### config.mk
export PLATFORM = sky130hd
export DESIGN_NAME = pipeline_stall_controller
export DESIGN_NICKNAME = d
export VERILOG_FILES = /design/src/rtl/pipe_ctrl_pkg.sv /design/src/rtl/md_latency_counter.sv /design/src/rtl/pipeline_stall_controller.sv
export SDC_FILE = /design/constraint.sdc
export NUM_CORES = 1
export LEC_CHECK = 0
export BUFFER_PORTS_ARGS = -buffer_cell sky130_fd_sc_hd__buf_2
export CORE_AREA = 2 2 39 41
export CTS_CLUSTER_DIAMETER = 60
export DETAILED_ROUTE_END_ITERATION = 8
export DIE_AREA = 0 0 41 43
export GPL_ROUTABILITY_DRIVEN = 0
export PLACE_DENSITY_LB_ADDON = 0.05
export SYNTH_ARGS = -nofsm -noshare
export SYNTH_HDL_FRONTEND = slang
export SYNTH_HIERARCHICAL = 1
export SYNTH_SLANG_ARGS = --single-unit
### constraint.sdc
create_clock -name clk -period 2 [get_ports clk]
set_input_delay 0.1 -clock clk [delete_from_list [all_inputs] [get_ports clk]]
set_output_delay 0.1 -clock clk [all_outputs]
set_load 0.02 [all_outputs]
### src/rtl/pipe_ctrl_pkg.sv
// Shared encodings for the pipeline stall/flush sequencer.
// State, cause and mul/div latency defaults used by the control slice.
package pipe_ctrl_pkg;

    localparam logic [0:0] RUN     = 1'b0;
    localparam logic [0:0] MD_BUSY = 1'b1;

    localparam int MD_LATENCY_DEF = 4;

    typedef enum logic [2:0] {
        CAUSE_NONE,
        CAUSE_LOAD,
        CAUSE_BRANCH,
        CAUSE_MD,
        CAUSE_MEM
    } cause_e;

endpackage

### src/rtl/md_latency_counter.sv
// Mul/div occupancy counter: load, decrement or hold.
// last flags the final MD_BUSY cycle (count == 1).
module md_latency_counter #(
    parameter int LAT = 4,
    parameter int W   = $clog2(LAT)
) (
    input  logic         clk,
    input  logic         rst_n,
    input  logic         load,
    input  logic         dec,
    output logic [W-1:0] cnt,
    output logic         last
);

    // Load LAT-1 on start, count down while busy, hold otherwise
    always_ff @(posedge clk or negedge rst_n) begin
        if (!rst_n) begin
            cnt <= '0;
        end else if (load) begin
            cnt <= W'(LAT - 1);
        end else if (dec) begin
            cnt <= cnt - 1'b1;
        end
    end

    assign last = (cnt == W'(1));

endmodule

### src/rtl/pipeline_stall_controller.sv
// Stall/flush sequencer for the 5-stage pipeline: FSM and priority mux.
// Optional stall-cycle perf counter enabled by defining STALL_PERF_EN.
module pipeline_stall_controller
    import pipe_ctrl_pkg::*;
#(
    parameter int MD_LATENCY = MD_LATENCY_DEF,
    parameter int CNT_W      = 32
) (
    input  logic clk,
    input  logic rst_n,
    input  logic LoadUse,
    input  logic BranchTaken,
    input  logic MulDivStart,
    input  logic DMemReq,
    input  logic DMemReady,
    output logic PCWrite,
    output logic IFIDWrite,
    output logic IFIDFlush,
    output logic IDEXWrite,
    output logic IDEXFlush,
    output logic EXMEMWrite,
    output logic EXMEMFlush,
    output logic MEMWBFlush,
    output logic MulDivBusy
`ifdef STALL_PERF_EN
    ,
    output logic [CNT_W-1:0] StallCycles
`endif
);

    localparam int MdW = $clog2(MD_LATENCY);

    logic [0:0]     state;
    logic [0:0]     state_nxt;
    logic           mem_wait;
    logic           md_stall;
    logic           md_load;
    logic           md_dec;
    logic           md_last;
    logic [MdW-1:0] md_cnt;
    cause_e         cause;

    assign mem_wait = DMemReq & ~DMemReady;
    assign md_stall = ((state == RUN) & MulDivStart) | (state == MD_BUSY);
    assign md_load  = (state == RUN) & MulDivStart & ~mem_wait;
    assign md_dec   = (state == MD_BUSY) & ~mem_wait;

    md_latency_counter #(
        .LAT (MD_LATENCY),
        .W   (MdW)
    ) u_md_cnt (
        .clk   (clk),
        .rst_n (rst_n),
        .load  (md_load),
        .dec   (md_dec),
        .cnt   (md_cnt),
        .last  (md_last)
    );

    // Pick the single highest-priority active stall cause
    always_comb begin
        cause = CAUSE_NONE;
        priority case (1'b1)
            mem_wait:                          cause = CAUSE_MEM;
            md_stall:                          cause = CAUSE_MD;
            (state == RUN) && BranchTaken:     cause = CAUSE_BRANCH;
            (state == RUN) && LoadUse:         cause = CAUSE_LOAD;
            default:                           cause = CAUSE_NONE;
        endcase
    end

    // Decode cause into stage controls; reset forces bubbles everywhere
    always_comb begin
        PCWrite    = 1'b1;
        IFIDWrite  = 1'b1;
        IFIDFlush  = 1'b0;
        IDEXWrite  = 1'b1;
        IDEXFlush  = 1'b0;
        EXMEMWrite = 1'b1;
        EXMEMFlush = 1'b0;
        MEMWBFlush = 1'b0;
        unique case (cause)
            CAUSE_MEM: begin
                PCWrite    = 1'b0;
                IFIDWrite  = 1'b0;
                IDEXWrite  = 1'b0;
                EXMEMWrite = 1'b0;
                MEMWBFlush = 1'b1;
            end
            CAUSE_MD: begin
                PCWrite    = 1'b0;
                IFIDWrite  = 1'b0;
                IDEXWrite  = 1'b0;
                EXMEMFlush = 1'b1;
            end
            CAUSE_BRANCH: begin
                IFIDFlush = 1'b1;
                IDEXFlush = 1'b1;
            end
            CAUSE_LOAD: begin
                PCWrite   = 1'b0;
                IFIDWrite = 1'b0;
                IDEXFlush = 1'b1;
            end
            default: begin
            end
        endcase
        if (!rst_n) begin
            PCWrite    = 1'b0;
            IFIDWrite  = 1'b0;
            IFIDFlush  = 1'b1;
            IDEXWrite  = 1'b0;
            IDEXFlush  = 1'b1;
            EXMEMWrite = 1'b0;
            EXMEMFlush = 1'b1;
            MEMWBFlush = 1'b1;
        end
    end

    // Next state: enter MD_BUSY on an unblocked start, leave on last count
    always_comb begin
        state_nxt = state;
        if (state == RUN) begin
            if (md_load) state_nxt = MD_BUSY;
        end else begin
            if (md_dec && md_last) state_nxt = RUN;
        end
    end

    // State register
    always_ff @(posedge clk or negedge rst_n) begin
        if (!rst_n) state <= RUN;
        else        state <= state_nxt;
    end

    assign MulDivBusy = (state == MD_BUSY);

`ifdef STALL_PERF_EN
    // Count edges with the PC frozen, saturating at all-ones
    always_ff @(posedge clk or negedge rst_n) begin
        if (!rst_n) begin
            StallCycles <= '0;
        end else if (!PCWrite && (StallCycles != '1)) begin
            StallCycles <= StallCycles + CNT_W'(1);
        end
    end
`else
    // CNT_W only sizes the perf counter; keep it referenced when absent
    if (CNT_W < 1) begin : g_cnt_w_unused
    end
`endif

endmodule
==> results.sh <==
export IMPL_synth_seq_cells=3
export IMPL_p_seq_frac=0.290
export IMPL_antenna_left=0
export IMPL_synth_top_area_frac=0.300
export IMPL_place_hpwl_um=471
export IMPL_worst_slack_ns=0.559
export IMPL_clock_latency_ns=0.23
export IMPL_cp_start_kind="input port"
export IMPL_grt_pass1_wl_um=890
export IMPL_cp_common_cell="buf_2"
export IMPL_fp_coreArea_um2=1380
export IMPL_htree_num_levels=1
export IMPL_clock_root_buffer="clkbuf_4"
export IMPL_cpLargestDelayFamily="buffers and inverters"
export IMPL_finClkSkew_ns=0.00342
export IMPL_antenna_cells=0
export IMPL_pin_count=16
export IMPL_ys_types=18
export IMPL_p_int_w=0.000248
export IMPL_cts_made_buffers=3
export IMPL_ys_flop_type="dfrtp_1"
export IMPL_worstMarginPinSlew_ns=0.271
export IMPL_swShare=0.384
export IMPL_synth_largest_area_cell="dfrtp_1"
export IMPL_post_route_util=0.262
export IMPL_initial_core_util=0.181
export IMPL_power_switching_w=0.000155
export IMPL_num_nets_final=57
export IMPL_fin_area_um2=363
export IMPL_layout_drive_gt1_share=0.479
export IMPL_slew_viol_final=0
export IMPL_cts_tree="yes"
export IMPL_antenna_found_initial=0
export IMPL_drtPass1Iterations=2
export IMPL_crit_type="in -> out"
export IMPL_syn_area_per_cell_um2=8.34
export IMPL_path_max_fanout=8
export IMPL_ir_drop_uv=376
export IMPL_dp_slack_ns=0.806
export IMPL_dieArea_um2=1760
export IMPL_track_usage=0.0783
export IMPL_io_buffers=15
export IMPL_path_buf_inv=3
export IMPL_netlist_instances=30
export IMPL_fin_crit_sh=0.720
export IMPL_worstPathCellList="dlygate4sd3_1 -> buf_2 -> and3_4 -> a21boi_4 -> buf_2"
export IMPL_die_x_um=41
export IMPL_ys_top_cells_by_area="dfrtp_1 (30%), nand2_1 (9.0%), a21boi_4 (7.5%)"
export IMPL_clk_path_buf_depth=2
export IMPL_p_comb_frac=0.450
export IMPL_crit_path_max_incr_delay_ns=0.52
export IMPL_ys_warn_count=6
export IMPL_fillCellCount=162
export IMPL_synthesis_area_um2=250
export IMPL_grt_pass1_vias=231
export IMPL_setup_tns_final_ns=0
export IMPL_syn2layout_area_growth_pct=45.0
export IMPL_drt_iter0_drc=2
export IMPL_required_ns=1.90
export IMPL_end_kind="output port"
export IMPL_fmax_mhz=694
export IMPL_grt_start_max_net_pins=10
export IMPL_powerDensity_nw_per_um2=1110
export IMPL_cp_slowest_cell="dlygate4sd3_1"
export IMPL_row_count=14
export IMPL_finalHoldViolations=0
export IMPL_min_period_ns=1.44
export IMPL_synth_nets=38
export IMPL_synth_edff_count=0
export IMPL_synth_most_common_cell="nand2_1"
export IMPL_critPathArrivalTime_ns=1.34
export IMPL_pwr_share_clk=0.260
export IMPL_async_flop_share=1.00
export IMPL_viasPerCell=4.00
export IMPL_vias=256
export IMPL_wl_per_cell_um=8.95
export IMPL_maxCapViolCount=0
export IMPL_slew_headroom=0.819
export IMPL_rsz0062_at_grt="no"
export IMPL_finalSetupViolations=0
export IMPL_p_leak_nw=0.185
export IMPL_die_h_um=43
export IMPL_drc=0
export IMPL_run_status="complete, no violations"
export IMPL_cts_sinks=3
export IMPL_path_clk_slew_ns=0.04
export IMPL_yosysSeqAreaShare=0.300
export IMPL_overflow=0
export IMPL_hold_path_class="in -> reg"
export IMPL_synthTopCellsByCount="nand2_1 (6), inv_1 (4), dfrtp_1 (3)"
export IMPL_finalWirelength_um=573
export IMPL_placed_cell_area_um2=327
[sequential cells by signal (all words and copies together) (netlist names)]
signal        cells
MulDivBusy        1
u_md_cnt/cnt      2
[power groups by stage]
stage               clock (W)  combinational (W)  sequential [W]
floorplan                   0           0.000126        0.000125
global placement            0           0.000183        0.000117
detailed placement          0           0.000183        0.000118
CTS                  0.000110           0.000186        0.000117
global route         0.000112           0.000205        0.000121
finish               0.000105           0.000181        0.000117
[logic make-up (layout without fill, tap and decap cells)]
| logic type | after synthesis | in the layout | share of synthesized area |
|---|---|---|---|
| XOR/XNOR | 1 | 1 | 0.0350 |
| buffers and inverters | 6 | 24 | 0.135 |
| AND/OR/NAND/NOR | 13 | 13 | 0.280 |
| adder cells (fa/ha/maj) | 1 | 1 | 0.0500 |
| AO/OA/AOI/OAI | 6 | 6 | 0.200 |
| flip-flops | 3 | 3 | 0.300 |
[final cells by class]
| cell class | count | area, µm² | share of cell area |
|---|---|---|---|
| Clock buffer | 4 | 26.3 | 0.0724 |
| Inverter | 4 | 15.0 | 0.0414 |
| Multi-Input combinational cell | 21 | 141 | 0.390 |
| Sequential cell | 3 | 75.1 | 0.207 |
| Tap cell | 16 | 20.0 | 0.0552 |
| Timing Repair Buffer | 16 | 85.1 | 0.234 |
[stage by stage]
stage	power [W]	std cells	hold WS, ns
final	0.000403	64	0.207
after global placement	0.000300	59	-0.0640
after global routing	0.000438	64	0.250
after detailed placement	0.000301	59	-0.0623
after floorplan	0.000251	30	-0.196
after CTS	0.000413	64	0.195
[cells in the final DEF (no fill, tap or decap)]
cell	count
dlygate4sd3_1	1
nand2_1	6
clkbuf_1	1
xnor2_1	1
a21boi_4	1
inv_1	4
clkbuf_4	3
a31oi_1	1
and3_4	1
buf_2	15
a21oi_1	1
o211ai_1	2
dfrtp_1	3
nor2_2	1
nor2_1	1
and2_2	2
nand3_1	1
o21ai_0	1
ha_1	1
nand2b_1	1
[metal layers]
layer	GRT usage	part of all wire	up-vias
li1	-	-	132
met1	0.0804	0.43	113
met2	0.109	0.48	11
met3	0.0314	0.091	0
met4	0.0800	0	0
met5	0	0	-
[final timing paths]
check | start | endpoint | slack, ns | depth (start not counted)
max in group asynchronous | rst_n | u_md_cnt/cnt[1] | 1.62 | 2
min | MulDivStart | MulDivBusy | 0.21 | 3
min in group asynchronous | rst_n | MulDivBusy | 0.23 | 2
max | rst_n | PCWrite | 0.56 | 5
max reg2reg | MulDivBusy | u_md_cnt/cnt[0] | 1.02 | 3
min reg2reg | u_md_cnt/cnt[0] | u_md_cnt/cnt[0] | 0.51 | 2
[worst min-delay path: stages]
cell	delay (ns)
buf_2	0.12
a21oi_1	0.12
a31oi_1	0.05
[what timing repair did]
item                                   4_1_cts  5_1_grt
endpoints found under the hold margin        3        0
setup buffers                                0        0
resized for setup                            0        0
hold buffers                                 1        0
No activity file was read; power rests on OpenSTA's default activity.
